### config.mk
export PLATFORM = sky130hd
export DESIGN_NAME = seg_scan_ctrl
export DESIGN_NICKNAME = d
export VERILOG_FILES = /design/src/rtl/seg_scan_ctrl.sv
export SDC_FILE = /design/constraint.sdc
export NUM_CORES = 1
export LEC_CHECK = 0
export BUFFER_PORTS_ARGS = -buffer_cell sky130_fd_sc_hd__buf_4
export CAP_MARGIN = 10
export CORE_ASPECT_RATIO = 0.9
export CORE_MARGIN = 2
export CORE_UTILIZATION = 52
export DETAILED_ROUTE_END_ITERATION = 12
export PLACE_DENSITY_LB_ADDON = 0.15
export SYNTH_ARGS = -nofsm -noshare
export SYNTH_HDL_FRONTEND = slang
export SYNTH_SLANG_ARGS = --single-unit
### constraint.sdc
create_clock -name clk -period 3.6 [get_ports clk]
set_input_delay 1.08 -clock clk [delete_from_list [all_inputs] [get_ports clk]]
set_output_delay 1.08 -clock clk [all_outputs]
set_load 0.02 [all_outputs]
### src/rtl/seg_scan_ctrl.sv
`default_nettype none
// ============================================================================
//  Module      : seg_scan_ctrl
//  Description : Time-multiplexed scan controller for a common-anode
//                seven-segment display. Sequences digit slots at a fixed
//                rate with an anode-off ghost-suppression gap, snapshots
//                the displayed value once per frame, and performs hex
//                decode with optional leading-zero blanking.
//  Revision    : 1.0  initial release
// ============================================================================
module seg_scan_ctrl #(
  parameter int SCAN_DIV  = 100000,
  parameter int BLANK_CYC = 1000,
  parameter int N_DIG     = 8
) (
  input  logic        clk,
  input  logic        rst,
  input  logic        en,
  input  logic [31:0] data,
  input  logic [7:0]  dp,
  input  logic [7:0]  dig_mask,
  input  logic        lz_blank,
  output logic [7:0]  an,
  output logic [6:0]  seg,
  output logic        dp_n,
  output logic        scan_tick
);

  // --------------------------------------------------------------------------
  // State encoding and derived constants
  // --------------------------------------------------------------------------
  localparam logic [1:0] S_IDLE  = 2'd0;
  localparam logic [1:0] S_DRIVE = 2'd1;
  localparam logic [1:0] S_BLANK = 2'd2;

  // Last count value of each phase; cnt restarts at 0 on every state entry.
  localparam logic [31:0] c_drive_last = 32'(SCAN_DIV - BLANK_CYC - 1);
  localparam logic [31:0] c_blank_last = 32'((BLANK_CYC > 0) ? (BLANK_CYC - 1) : 0);
  localparam logic [2:0]  c_last_idx   = 3'(N_DIG - 1);
  localparam bit          c_has_blank  = (BLANK_CYC > 0);

  localparam logic [7:0]  c_an_off     = 8'hFF;
  localparam logic [6:0]  c_seg_off    = 7'h7F;

  // Hex to active-high segment pattern, bit order gfedcba.
  function automatic logic [6:0] hex7(input logic [3:0] v);
    logic [6:0] p;
    case (v)
      4'h0:    p = 7'h3F;
      4'h1:    p = 7'h06;
      4'h2:    p = 7'h5B;
      4'h3:    p = 7'h4F;
      4'h4:    p = 7'h66;
      4'h5:    p = 7'h6D;
      4'h6:    p = 7'h7D;
      4'h7:    p = 7'h07;
      4'h8:    p = 7'h7F;
      4'h9:    p = 7'h6F;
      4'hA:    p = 7'h77;
      4'hB:    p = 7'h7C;
      4'hC:    p = 7'h39;
      4'hD:    p = 7'h5E;
      4'hE:    p = 7'h79;
      default: p = 7'h71;
    endcase
    return p;
  endfunction

  // --------------------------------------------------------------------------
  // Sequencer state
  // --------------------------------------------------------------------------
  logic [1:0]  r_state;
  logic [31:0] r_cnt;
  logic [2:0]  r_idx;
  logic [31:0] r_snap;

  logic [1:0]  w_state_nx;
  logic [31:0] w_cnt_nx;
  logic [2:0]  w_idx_nx;
  logic [31:0] w_snap_nx;
  logic        w_slot_start;

  logic        w_wrap;
  logic [2:0]  w_idx_adv;

  // Next-output values; outputs are registered from these so that the
  // pattern for a new state appears on the same edge the state changes.
  logic [7:0]  w_an_nx;
  logic [6:0]  w_seg_nx;
  logic        w_dp_n_nx;
  logic        w_upper_zero;
  logic        w_lit;
  logic [3:0]  w_nib;

  assign w_wrap    = (r_idx == c_last_idx);
  assign w_idx_adv = w_wrap ? 3'd0 : (r_idx + 3'd1);

  // State register: sequencer state, slot counter, digit index and snapshot.
  always_ff @(posedge clk or posedge rst) begin
    if (rst) begin
      r_state <= S_IDLE;
      r_cnt   <= '0;
      r_idx   <= '0;
      r_snap  <= '0;
    end else begin
      r_state <= w_state_nx;
      r_cnt   <= w_cnt_nx;
      r_idx   <= w_idx_nx;
      r_snap  <= w_snap_nx;
    end
  end

  // Next-state logic: slot timing, digit advance and frame snapshot on wrap.
  always_comb begin
    w_state_nx   = r_state;
    w_cnt_nx     = r_cnt + 32'd1;
    w_idx_nx     = r_idx;
    w_snap_nx    = r_snap;
    w_slot_start = 1'b0;
    if (!en) begin
      w_state_nx = S_IDLE;
      w_cnt_nx   = '0;
      w_idx_nx   = '0;
    end else begin
      case (r_state)
        S_IDLE: begin
          // Fresh start: digit 0 with a new snapshot of the live value.
          w_state_nx   = S_DRIVE;
          w_cnt_nx     = '0;
          w_idx_nx     = '0;
          w_snap_nx    = data;
          w_slot_start = 1'b1;
        end
        S_DRIVE: begin
          if (r_cnt == c_drive_last) begin
            w_cnt_nx = '0;
            if (c_has_blank) begin
              w_state_nx = S_BLANK;
            end else begin
              // No gap configured: step straight into the next digit.
              w_idx_nx     = w_idx_adv;
              w_slot_start = 1'b1;
              if (w_wrap) begin
                w_snap_nx = data;
              end
            end
          end
        end
        S_BLANK: begin
          if (r_cnt == c_blank_last) begin
            w_state_nx   = S_DRIVE;
            w_cnt_nx     = '0;
            w_idx_nx     = w_idx_adv;
            w_slot_start = 1'b1;
            if (w_wrap) begin
              w_snap_nx = data;
            end
          end
        end
        default: begin
          w_state_nx = S_IDLE;
          w_cnt_nx   = '0;
          w_idx_nx   = '0;
        end
      endcase
    end
  end

  // Output decode: lit-digit rule, leading-zero test against the snapshot.
  always_comb begin
    w_upper_zero = 1'b1;
    for (int j = 0; j < 8; j++) begin
      if ((j >= int'(w_idx_nx)) && (j < N_DIG) && (w_snap_nx[4*j +: 4] != 4'h0)) begin
        w_upper_zero = 1'b0;
      end
    end
    w_nib = w_snap_nx[{w_idx_nx, 2'b00} +: 4];
    w_lit = (w_state_nx == S_DRIVE) && dig_mask[w_idx_nx] &&
            !(lz_blank && (w_idx_nx != 3'd0) && w_upper_zero);
    w_an_nx   = c_an_off;
    w_seg_nx  = c_seg_off;
    w_dp_n_nx = 1'b1;
    if (w_lit) begin
      w_an_nx   = ~(8'h01 << w_idx_nx);
      w_seg_nx  = ~hex7(w_nib);
      w_dp_n_nx = ~dp[w_idx_nx];
    end
  end

  // Output register: every display pin and the slot tick come from flops.
  always_ff @(posedge clk or posedge rst) begin
    if (rst) begin
      an        <= c_an_off;
      seg       <= c_seg_off;
      dp_n      <= 1'b1;
      scan_tick <= 1'b0;
    end else begin
      an        <= w_an_nx;
      seg       <= w_seg_nx;
      dp_n      <= w_dp_n_nx;
      scan_tick <= w_slot_start;
    end
  end

endmodule
`default_nettype wire
==> results.sh <==
export IMPL_crit_start="r_cnt[22]$_DFF_PP0_"
export IMPL_drtIter0Drc=485
export IMPL_cp_arrival_ns=3.95
export IMPL_synth_enable_flop_cells=0
export IMPL_vias=5115
export IMPL_die_x_um=107
export IMPL_setup_viol=2
export IMPL_crit_required_ns=3.91
export IMPL_avgSynthCellArea_um2=9.43
export IMPL_layout_common_cells="185 x buf_4, 69 x dfrtp_1, 51 x nor2_1, 41 x nand2_1, 31 x nand3_1"
export IMPL_period_minus_slack_ns=3.65
export IMPL_wl_mm=16.2
export IMPL_synth_top_area_share_pct=35.1
export IMPL_yosys_most_used_dff="dfrtp_1"
export IMPL_endpoint_kind="flip-flop"
export IMPL_async_reset_ff_share_pct=100
export IMPL_max_cap_violations=0
export IMPL_wl_per_cell_um=19.5
export IMPL_drc=0
export IMPL_finalWeightedCongestion=0.991
export IMPL_pre_cts_slack_ns=-0.188
export IMPL_vias_per_cell=6.17
export IMPL_max_freq_mhz=274
export IMPL_clk_path_buf_depth=2
export IMPL_ys_warn_count=0
export IMPL_grt_max_degree=47
export IMPL_finalPower_w=0.00233
export IMPL_grt_pass1_vias=4970
export IMPL_drtPass1Iterations=5
export IMPL_fin_ws_ns=-0.0476
export IMPL_yosys_register_bits=86
export IMPL_regArea_mm2=0.00217
export IMPL_die_height_um=96.9
export IMPL_r2r_start="r_cnt[22]$_DFF_PP0_"
export IMPL_die_area_mm2=0.0104
export IMPL_r2r_end="seg[3]$_DFF_PP1_"
export IMPL_cp_endpoint="seg[3]$_DFF_PP1_"
export IMPL_p_leak_nw=3.08
export IMPL_worst_slew_pin_transition_ns=0.839
export IMPL_synth_top_area_cell="dfrtp_1"
export IMPL_fin_nets=769
export IMPL_worst_slew_margin_rel_pct=44.0
export IMPL_syn_area_mm2=0.00499
export IMPL_rsz0062_at_grt="true"
export IMPL_start_util_pct=54.2
export IMPL_clock_sinks=86
export IMPL_synth_distinct_cells=60
export IMPL_start_kind="flip-flop"
export IMPL_rr_worst_depth=13
export IMPL_root_buffer="clkbuf_8"
export IMPL_cts_tree="built"
export IMPL_globalRouteOverflowTotal=0
export IMPL_synth_cells=529
export IMPL_min_path_type="flip-flop to flip-flop"
export IMPL_num_io_pins=69
export IMPL_clk_pin_slew_ns=0.09
export IMPL_seq_area_frac_synth_pct=43.5
export IMPL_fp_row_count=33
export IMPL_criticalPathCategory="flip-flop to flip-flop"
export IMPL_path_max_fanout=8
export IMPL_h_tree_depth=3
export IMPL_port_buffers=68
export IMPL_r2r_slack_ns=-0.05
export IMPL_grt_usage_pct=31.5
export IMPL_core_area_mm2=0.00921
export IMPL_slew_viol_final=0
export IMPL_synth_fp_nets=594
export IMPL_cts_inserted_buffers=9
export IMPL_multi_input_area_mm2=0.00280
export IMPL_finalCritPeriodShare_pct=101
export IMPL_fillers=697
export IMPL_fin_tns_setup_ns=-0.0828
export IMPL_ir_worst_vdd_v=0.000256
export IMPL_status="finished, violations left"
export IMPL_ant_nets=0
export IMPL_areaGrowthSynthToFinish_pct=39.6
export IMPL_n_antenna_cell=0
export IMPL_dpl_hpwl_mm=11.6
export IMPL_fin_skew_ns=0.0154
export IMPL_synth_area_top_cells="dfrtp_1 35%, dfstp_2 8.4%, nor2_1 3.9%, a22oi_1 3.8%, xor2_1 3.5%"
export IMPL_fin_area_mm2=0.00696
export IMPL_grt_pass1_wl_mm=25.7
export IMPL_violations="negative setup slack"
export IMPL_clock_latency_ns=0.36
export IMPL_finalHoldViolations=0
export IMPL_drive_gt1_share_pct=39.5
export IMPL_postPlaceCellArea_mm2=0.00642
export IMPL_powerDensity_mw_per_mm2=335
export IMPL_antenna_found_initial=0
export IMPL_layout_commonest_cell="buf_4"
-- registers in the layout, indices dropped and copies added (netlist names) --
| signal | flops |
|---|---|
| an | 8 |
| r_snap | 32 |
| r_cnt | 32 |
| r_idx | 3 |
| scan_tick | 1 |
| dp_n | 1 |
| seg | 7 |
| r_state | 2 |
-- layout make-up --
cell class / count / area share (%)
inverters: 26 / 1.47
repair buffers: 194 / 22.1
multi-input cells: 387 / 40.2
flip-flops and latches: 86 / 31.2
clock inverters: 5 / 1.10
clock buffers: 9 / 1.78
well taps: 122 / 2.19
-- cell families (layout without fill, tap and decap cells) --
group	count (synthesis)	after routing	share of synthesized area, %
buffers and inverters	57	234	4.76
xor gates and xnor gates	30	30	5.27
AOI/OAI and AO/OA	136	136	20.4
DFF	86	86	43.5
and+or+nand+nor	197	198	20.7
adders and majority gates	13	13	3.26
muxes	10	10	2.11
-- stage by stage --
step	cells	utilization [%]	hold WS, ns
2_1_floorplan	529	-	0.425
5_1_grt	829	75.6	0.548
4_1_cts	828	74.1	0.529
6_report	829	75.6	0.532
3_5_place_dp	802	69.7	0.508
3_3_place_gp	802	69.7	0.501
-- worst max-delay path, cell delays in order, from the launching register on --
cell	delay, ns
dfrtp_1	0.45
nor4b_4	0.31
nand4_2	0.20
or4_4	0.62
and3_1	0.22
or4b_1	0.55
o211ai_1	0.17
nand3_1	0.13
o221ai_2	0.23
buf_6	0.17
buf_4	0.13
mux2i_1	0.18
mux2_2	0.17
nand2_1	0.05
-- power breakdown --
group	leakage [nW]	switching, W	total, W	internal (W)
clock network	0.0986	0.000354	0.000734	0.000380
registers	1.08	0.0000326	0.00106	0.00103
logic	1.90	0.000270	0.000536	0.000266
-- how the worst min path moves through the flow --
stage          slack [ns]              endpoint                  from  cells after the start
6_report             0.53  r_snap[19]$_DFF_PP0_  r_snap[19]$_DFF_PP0_                      2
5_1_grt              0.55  r_snap[19]$_DFF_PP0_  r_snap[19]$_DFF_PP0_                      2
4_1_cts              0.53  r_snap[19]$_DFF_PP0_  r_snap[19]$_DFF_PP0_                      2
3_5_place_dp         0.51  r_snap[19]$_DFF_PP0_  r_snap[19]$_DFF_PP0_                      2
3_3_place_gp         0.50  r_snap[19]$_DFF_PP0_  r_snap[19]$_DFF_PP0_                      2
2_1_floorplan        0.43    r_cnt[0]$_DFF_PP0_    r_cnt[0]$_DFF_PP0_                      1
-- layer usage --
| metal | wire [um] | global-route usage (%) |
|---|---|---|
| met5 | 0 | 0 |
| met4 | 160 | 5.00 |
| met3 | 1490 | 6.54 |
| met2 | 7210 | 47.1 |
| met1 | 7310 | 47.8 |
-- what timing repair did --
action,in CTS,in global routing
pin swaps,17,14
gates cloned,2,0
endpoints found under the setup margin,16,16
hold buffers,0,0
gates resized for setup,25,33
setup buffers,10,1
-- cells in the mapped netlist (13+ instances only) --
cell and number:
a22o_1 16, clkbuf_1 20, nand4_1 14, dfrtp_1 70
o21ai_0 26, a22oi_1 25, nor2_1 52, ha_1 13
xor2_1 20, inv_1 24, nand3_1 31, dfstp_2 16
nand2_1 42
Power figures use the tool's default switching activity.
